[src/rtl/keypad_pkg.sv]
// Shared types and helpers for the keypad reader.
// Scan FSM states, code width and one-hot decode.
package keypad_pkg;

    typedef enum logic [1:0] {
        IDLE      = 2'd0,
        CANDIDATE = 2'd1,
        PRESSED   = 2'd2
    } state_e;

    localparam int IDXW = 5;

    typedef struct packed {
        logic            valid;
        logic [IDXW-1:0] idx;
    } oh_t;

    function automatic int code_width(input int cols, input int rows);
        int n;
        n = cols * rows;
        return (n > 1) ? $clog2(n) : 1;
    endfunction

    // Index of the single set bit; valid only when exactly one bit is set.
    function automatic oh_t onehot_index(input logic [31:0] v);
        oh_t r;
        r.valid = (v != '0) && ((v & (v - 32'd1)) == '0);
        r.idx   = '0;
        for (int i = 0; i < 32; i++) begin
            if (v[i]) r.idx = IDXW'(i);
        end
        return r;
    endfunction

endpackage

[src/rtl/keypad_reader_if.sv]
// Key code valid/ready channel toward the consumer.
// master = keypad_reader, slave = consumer.
interface keypad_reader_if #(
    parameter int CW = 4
);
    logic [CW-1:0] key_code;
    logic          key_valid;
    logic          key_ready;

    modport master (
        output key_code,
        output key_valid,
        input  key_ready
    );

    modport slave (
        input  key_code,
        input  key_valid,
        output key_ready
    );
endinterface

[src/rtl/sync_2ff.sv]
// Two-flop synchroniser for asynchronous inputs.
// Reset value is the inactive level of the lines.
module sync_2ff #(
    parameter int               WIDTH   = 1,
    parameter logic [WIDTH-1:0] RST_VAL = '0
) (
    input  logic             clk,
    input  logic             rst,
    input  logic [WIDTH-1:0] d_i,
    output logic [WIDTH-1:0] q_o
);
    logic [WIDTH-1:0] s1_q;
    logic [WIDTH-1:0] s2_q;

    // Two-stage capture of the raw lines.
    always_ff @(posedge clk) begin
        if (rst) begin
            s1_q <= RST_VAL;
            s2_q <= RST_VAL;
        end else begin
            s1_q <= d_i;
            s2_q <= s1_q;
        end
    end

    assign q_o = s2_q;
endmodule

[src/rtl/keypad_reader.sv]
// Keypad receiver: samples rows per scanned column,
// debounces presses and emits one code per press.
module keypad_reader
    import keypad_pkg::*;
#(
    parameter int COLS           = 4,
    parameter int ROWS           = 4,
    parameter bit COL_ACTIVE_LOW = 1'b0,
    parameter bit ROW_ACTIVE_LOW = 1'b1,
    parameter int SETTLE         = 2,
    parameter int DEBOUNCE_SCANS = 3,
    parameter int RELEASE_SCANS  = 3
) (
    input  logic              clk,
    input  logic              rst,
    input  logic [COLS-1:0]   col,
    input  logic [ROWS-1:0]   row,
    keypad_reader_if.master   kif,
    output logic              key_held,
    output logic              overflow
);
    localparam int CW  = code_width(COLS, ROWS);
    localparam int RIW = (ROWS > 1) ? $clog2(ROWS) : 1;
    localparam int SCW = $clog2(SETTLE + 2);
    localparam int DW  = $clog2(DEBOUNCE_SCANS + 1);
    localparam int RW  = $clog2(RELEASE_SCANS + 1);
    localparam logic [ROWS-1:0] ROW_IDLE = ROW_ACTIVE_LOW ? '1 : '0;

    logic [ROWS-1:0] row_s;
    logic [ROWS-1:0] row_a;
    logic [COLS-1:0] col_c;
    logic [COLS-1:0] col_q;
    logic [SCW-1:0]  set_q, set_d;
    logic            chg;
    logic            strobe;
    oh_t             oh;
    logic            hit;
    logic [RIW-1:0]  s_row;

    state_e          state_q, state_d;
    logic [IDXW-1:0] cand_col_q, cand_col_d;
    logic [RIW-1:0]  cand_row_q, cand_row_d;
    logic [DW-1:0]   cnt_q, cnt_d;
    logic [RW-1:0]   rel_q, rel_d;
    logic            accept;
    logic [CW-1:0]   acc_code;

    logic [CW-1:0]   code_q, code_d;
    logic            valid_q, valid_d;
    logic            ovf_q, ovf_d;

    sync_2ff #(
        .WIDTH   (ROWS),
        .RST_VAL (ROW_IDLE)
    ) u_row_sync (
        .clk (clk),
        .rst (rst),
        .d_i (row),
        .q_o (row_s)
    );

    assign row_a = ROW_ACTIVE_LOW ? ~row_s : row_s;
    assign col_c = COL_ACTIVE_LOW ? ~col : col;
    assign chg   = (col_c != col_q);
    assign oh    = onehot_index(32'(col_q));

    // Strobe fires once when the column has been stable SETTLE cycles.
    assign strobe = !chg && (set_q == SCW'(SETTLE)) && oh.valid;

    // Settle counter: restart on change, run to SETTLE+1 and park there.
    always_comb begin
        set_d = set_q;
        if (chg) begin
            set_d = SCW'(1);
        end else if (set_q != '0 && set_q <= SCW'(SETTLE)) begin
            set_d = set_q + SCW'(1);
        end
    end

    // Lowest-index active row wins.
    always_comb begin
        hit   = 1'b0;
        s_row = '0;
        for (int i = ROWS - 1; i >= 0; i--) begin
            if (row_a[i]) begin
                hit   = 1'b1;
                s_row = RIW'(i);
            end
        end
    end

    assign acc_code = CW'(int'(oh.idx) * ROWS + int'(s_row));

    // Debounce FSM next state.
    always_comb begin
        state_d    = state_q;
        cand_col_d = cand_col_q;
        cand_row_d = cand_row_q;
        cnt_d      = cnt_q;
        rel_d      = rel_q;
        accept     = 1'b0;
        unique case (state_q)
            IDLE: begin
                if (strobe && hit) begin
                    cand_col_d = oh.idx;
                    cand_row_d = s_row;
                    rel_d      = '0;
                    if (DEBOUNCE_SCANS <= 1) begin
                        state_d = PRESSED;
                        accept  = 1'b1;
                        cnt_d   = '0;
                    end else begin
                        state_d = CANDIDATE;
                        cnt_d   = DW'(1);
                    end
                end
            end
            CANDIDATE: begin
                if (strobe && oh.idx == cand_col_q) begin
                    if (!hit) begin
                        state_d = IDLE;
                        cnt_d   = '0;
                    end else if (s_row != cand_row_q) begin
                        cand_row_d = s_row;
                        cnt_d      = DW'(1);
                    end else if (cnt_q + DW'(1) >= DW'(DEBOUNCE_SCANS)) begin
                        state_d = PRESSED;
                        accept  = 1'b1;
                        cnt_d   = '0;
                        rel_d   = '0;
                    end else begin
                        cnt_d = cnt_q + DW'(1);
                    end
                end
            end
            PRESSED: begin
                if (strobe && oh.idx == cand_col_q) begin
                    if (hit) begin
                        rel_d = '0;
                    end else if (rel_q + RW'(1) >= RW'(RELEASE_SCANS)) begin
                        state_d = IDLE;
                        rel_d   = '0;
                    end else begin
                        rel_d = rel_q + RW'(1);
                    end
                end
            end
            default: begin
                state_d = IDLE;
            end
        endcase
    end

    // Output register: load on accept if there is room, else flag overflow.
    always_comb begin
        code_d  = code_q;
        valid_d = valid_q;
        ovf_d   = ovf_q;
        if (accept) begin
            if (!valid_q || kif.key_ready) begin
                code_d  = acc_code;
                valid_d = 1'b1;
            end else begin
                ovf_d = 1'b1;
            end
        end else if (valid_q && kif.key_ready) begin
            valid_d = 1'b0;
        end
    end

    // State and datapath registers.
    always_ff @(posedge clk) begin
        if (rst) begin
            col_q      <= '0;
            set_q      <= '0;
            state_q    <= IDLE;
            cand_col_q <= '0;
            cand_row_q <= '0;
            cnt_q      <= '0;
            rel_q      <= '0;
            code_q     <= '0;
            valid_q    <= 1'b0;
            ovf_q      <= 1'b0;
        end else begin
            col_q      <= col_c;
            set_q      <= set_d;
            state_q    <= state_d;
            cand_col_q <= cand_col_d;
            cand_row_q <= cand_row_d;
            cnt_q      <= cnt_d;
            rel_q      <= rel_d;
            code_q     <= code_d;
            valid_q    <= valid_d;
            ovf_q      <= ovf_d;
        end
    end

    assign kif.key_code  = code_q;
    assign kif.key_valid = valid_q;
    assign key_held      = (state_q == PRESSED);
    assign overflow      = ovf_q;
endmodule

[src/flat_wrapper.sv]
// flat-port wrapper written by rule: the top's interface ports become plain ports
module keypad_reader_flat import keypad_pkg::*;
#(
    parameter int COLS           = 4,
    parameter int ROWS           = 4,
    parameter bit COL_ACTIVE_LOW = 1'b0,
    parameter bit ROW_ACTIVE_LOW = 1'b1,
    parameter int SETTLE         = 2,
    parameter int DEBOUNCE_SCANS = 3,
    parameter int RELEASE_SCANS  = 3
)
  (clk, rst, col, row, key_held, overflow, kif_key_code, kif_key_valid, kif_key_ready);
  keypad_reader_if #(.CW(4)) kif_i ();
  input  logic clk;
  input  logic rst;
  input  logic [COLS-1:0] col;
  input  logic [ROWS-1:0] row;
  output logic key_held;
  output logic overflow;
  output wire logic [$bits(kif_i.key_code)-1:0] kif_key_code;
  output wire logic [$bits(kif_i.key_valid)-1:0] kif_key_valid;
  input wire logic [$bits(kif_i.key_ready)-1:0] kif_key_ready;
  assign kif_key_code = kif_i.key_code;
  assign kif_key_valid = kif_i.key_valid;
  assign kif_i.key_ready = kif_key_ready;
  keypad_reader #(.COLS(COLS), .ROWS(ROWS), .COL_ACTIVE_LOW(COL_ACTIVE_LOW), .ROW_ACTIVE_LOW(ROW_ACTIVE_LOW), .SETTLE(SETTLE), .DEBOUNCE_SCANS(DEBOUNCE_SCANS), .RELEASE_SCANS(RELEASE_SCANS)) u_core (.clk(clk), .rst(rst), .col(col), .row(row), .kif(kif_i), .key_held(key_held), .overflow(overflow));
endmodule
[config.mk]
export PLATFORM = sky130hd
export DESIGN_NAME = keypad_reader_flat
export DESIGN_NICKNAME = d
export VERILOG_FILES = /design/src/rtl/keypad_pkg.sv /design/src/rtl/keypad_reader_if.sv /design/src/rtl/sync_2ff.sv /design/src/rtl/keypad_reader.sv /design/src/flat_wrapper.sv
export SDC_FILE = /design/constraint.sdc
export NUM_CORES = 1
export LEC_CHECK = 0
export CAP_MARGIN = 20
export CELL_PAD_IN_SITES_DETAIL_PLACEMENT = 1
export CELL_PAD_IN_SITES_GLOBAL_PLACEMENT = 1
export CORE_UTILIZATION = 45
export CTS_CLUSTER_SIZE = 16
export DETAILED_ROUTE_END_ITERATION = 10
export PLACE_DENSITY = 0.89
export SLEW_MARGIN = 0
export SYNTH_ARGS = -nofsm -noshare
export SYNTH_HDL_FRONTEND = slang
export SYNTH_HIERARCHICAL = 1
export SYNTH_SLANG_ARGS = --single-unit
export TNS_END_PERCENT = 1
[constraint.sdc]
create_clock -name clk -period 3.48 [get_ports clk]
set_input_delay 0.696 -clock clk [delete_from_list [all_inputs] [get_ports clk]]
set_output_delay 0.696 -clock clk [all_outputs]
set_load 0.02 [all_outputs]
==> flow_summary.yaml <==
run_status:
  outcome: "complete, no violations"
hold_path:
  hold_depth: 1
  hold_start: "u_core/u_row_sync/s1_q[1]"
  hold_path_class: "reg2reg"
  worst_hold_path.endpoint: "u_core/u_row_sync/q_o[1]"
sta:
  final_max_slew_viol_count: 0
  tightest_slew_ns: 0.6067
  max_freq_mhz: 400.0
  final.setup.worst_slack_ns: 0.9800
  tns_ns: 0
  final.min_clock_period_ns: 2.500
  hold_viol: 0
  slew_headroom: 0.5925
  grt_setup_unrepaired: "no"
  setup_viol: 0
  clock-skew-final_ns: 0.008478
  post-route-period-util: 0.7184
power_and_ir_drop:
  ir_worst_vdd_mv: 0.3065
  clock_power_share: 0.331
  comb_power_share: 0.111
  leakagePower_nw: 0.6397
  pwr_density_cell_nw_per_um2: 364.7
  power.switching_mw: 0.1666
  internal-power_mw: 0.4828
  switching_share: 0.2566
  pwr-share-seq: 0.558
routing:
  ant_nets: 0
  vias: 1336
  drc: 0
  drt_iter0_markers: 41
  wl_met1_um: 1894
  routed-wl-met2_um: 2016
  vias_per_cell: 5.759
  finalWirelength_um: 4104
  top_layer: "met4"
  first_pass_iters: 4
  route.met3.wl_um: 120
  routedWlPerCell_um: 17.69
clocking:
  clock_sinks: 30
  ctsHoldBuffers: 0
  cts_buffer_depth: 2
  clk_pin_slew_ns: 0.09
  post_cts_buffers: 0
  clk_latency_ns: 0.33
  clockRootBuffer: "clkbuf_4"
  cts_buffers: 5
  cts_resized: 0
  cts_tree: "done"
  h-tree-depth: 2
synth:
  synth_nets: 179
  synth.area.top_cells: "dfxtp_1, nor2b_1, a21oi_1, nand2b_1, or2_1"
  synth_edf_count: 0
  yosysTopAreaCell: "dfxtp_1"
  synth-seq-area-share: 0.3977
  syn_inst: 167
  async_flop_share: 0
  ys_warn_count: 6
  synth_cell_types: 49
  syn_area_per_cell_um2: 9.043
  syn_area_um2: 1510
  ys.flop_type: "dfxtp_1"
  ys_ff_latch: 30
  synth_top_area_share: 0.3977
cells_and_area:
  multi_input_area_um2: 849.6
  fin_nets: 199
  drive_gt1_frac: 0.1011
  layout.area.seq_um2: 600.6
  syn_to_final_growth_pct: 17.90
  n_antenna_cell: 0
  fillers: 364
setup_path:
  path_cells: "clkdlybuf4s50_1 > xnor2_1 > nand3_1 > a2111oi_4 > nand4_2 > mux2i_1"
  path_buf_inv: 1
  r2r-end: "u_core/kif.key_code[0]"
  rrSetupSlack_ns: 1.13
  r2r_cells: 5
  r2r_start: "u_core/col_q[1]"
  max_stage_delay_ns: 0.52
  worstPathRequired_ns: 3.73
  critPathLaunchType: "input pin"
  cp-end-kind: "flop"
  worst_path_max_delay_cell: "a2111oi_4"
  cp.depth: 6
  path_max_fanout: 8
  crit_family: "simple AND/OR/NAND/NOR gates"
  critical_path_class: "in2reg"
  arrival_ns: 2.75
floorplanning:
  fp.dieH_um: 59.93
  io_pins: 18
  die_w_um: 59.93
  initial_core_util: 0.4828
  coreArea_um2: 3128
  die_area_um2: 3592
  row_count: 20
global_route:
  grt_usage: 0.2557
  grt_max_degree: 24
  antenna_found_initial: 0
  grt_pass1_vias: 1369
  grt-ovfl-total: 0
  grt_pass1_wl_um: 6582
place:
  place_ws_ns: 0.7848
  gp_congestion: 0.8396
  port_buffers: 17
  place_hpwl_um: 2855
job:
  drv_cap: 0
## cell usage after synthesis, types with 2 or more instances
cell / n
nand3_1: 4
nand2b_1: 8
a21oi_1: 10
clkbuf_1: 5
a211oi_1: 5
o21ai_0: 3
or3_1: 3
a21bo_2: 2
nor2_1: 8
nor4b_1: 2
a41o_1: 2
or2_2: 2
mux2i_1: 4
dfxtp_1: 30
nand4_1: 2
o32ai_1: 2
or2_1: 8
inv_1: 8
nor4_1: 4
nor3_1: 8
or3b_2: 2
xnor2_1: 5
nand2_1: 6
nor2b_1: 9
## cell type report
| cell class | count | area share |
|---|---|---|
| clock buffers | 7 | 0.03092 |
| multi-input cells | 123 | 0.4772 |
| flip-flops and latches | 30 | 0.3373 |
| well taps | 44 | 0.03092 |
| clock inverters | 1 | 0.002811 |
| inverters | 8 | 0.01687 |
| repair buffers | 19 | 0.1040 |
## worst max path at each step
stage	slack (ns)	to	start
after detailed placement	0.78	u_core/kif.key_code[0]	col[1]
final	0.98	u_core/kif.key_code[0]	col[0]
after CTS	1.07	u_core/kif.key_code[0]	col[0]
after global placement	0.90	u_core/kif.key_code[0]	col[2]
after global routing	0.90	u_core/kif.key_code[0]	col[0]
after floorplan	1.51	u_core/cand_row_q[0]	u_core/col_q[2]
## layout by cell type (no fill, tap or decap), drive strengths merged, types with 6 or more instances in the layout
master	synthesis	final
nor2b	9	9
or2	10	10
a21oi	10	10
clkbuf	5	7
nand2b	8	8
nor3	9	9
nand2	6	6
clkdlybuf4s50	0	17
nor2	8	8
dfxtp	30	30
inv	8	8
## metrics by stage
step | power (mW) | instances | util | area [um^2] | hold WS, ns
final | 0.6494 | 232 | 0.5692 | 1780 | 0.4189
after global routing | 0.6772 | 232 | 0.5692 | 1780 | 0.4370
after CTS | 0.6539 | 232 | 0.5692 | 1780 | 0.4246
after detailed placement | 0.4392 | 224 | 0.5500 | 1720 | 0.4066
after global placement | 0.4344 | 224 | 0.5500 | 1720 | 0.3877
after floorplan | 0.4137 | 167 | - | 1510 | 0.3832
## routing by layer
| layer | up-vias | GRT usage |
|---|---|---|
| li1 | 653 | - |
| met1 | 647 | 0.3204 |
| met2 | 29 | 0.4286 |
| met3 | 7 | 0.05844 |
| met4 | 0 | 0.08970 |
| met5 | - | 0 |
## power by group through the flow
stage                     sequential (mW)  clock (mW)  combinational, mW
after CTS                           0.361       0.220             0.0719
after floorplan                     0.363           0             0.0510
final                               0.362       0.215             0.0718
after global routing                0.363       0.236             0.0783
after global placement              0.368           0             0.0663
after detailed placement            0.369           0             0.0700
## registers in the layout, indices dropped and copies added (netlist names)
| name | flops |
|---|---|
| u_core/rel_q | 2 |
| u_core/col_q | 4 |
| u_core/set_q | 2 |
| u_core/cand_row_q | 2 |
| u_core/u_row_sync/s1_q | 4 |
| u_core/u_row_sync/q_o | 4 |
| u_core/kif.key_code | 4 |
| u_core/cand_col_q | 2 |
| u_core/cnt_q | 2 |
| u_core/state_q | 2 |
| u_core/kif.key_valid | 1 |
| u_core/overflow | 1 |
## logic make-up (layout without fill, tap and decap cells)
group,count (synthesis),count (layout),share of synthesized area
AOI/OAI and AO/OA,36,36,0.1864
xor gates and xnor gates,6,6,0.03480
adders and majority gates,1,1,0.008284
buffers and inverters,14,35,0.03977
DFF,30,30,0.3977
muxes,5,5,0.03397
and+or+nand+nor,75,75,0.2991
Power figures use the tool's default switching activity.
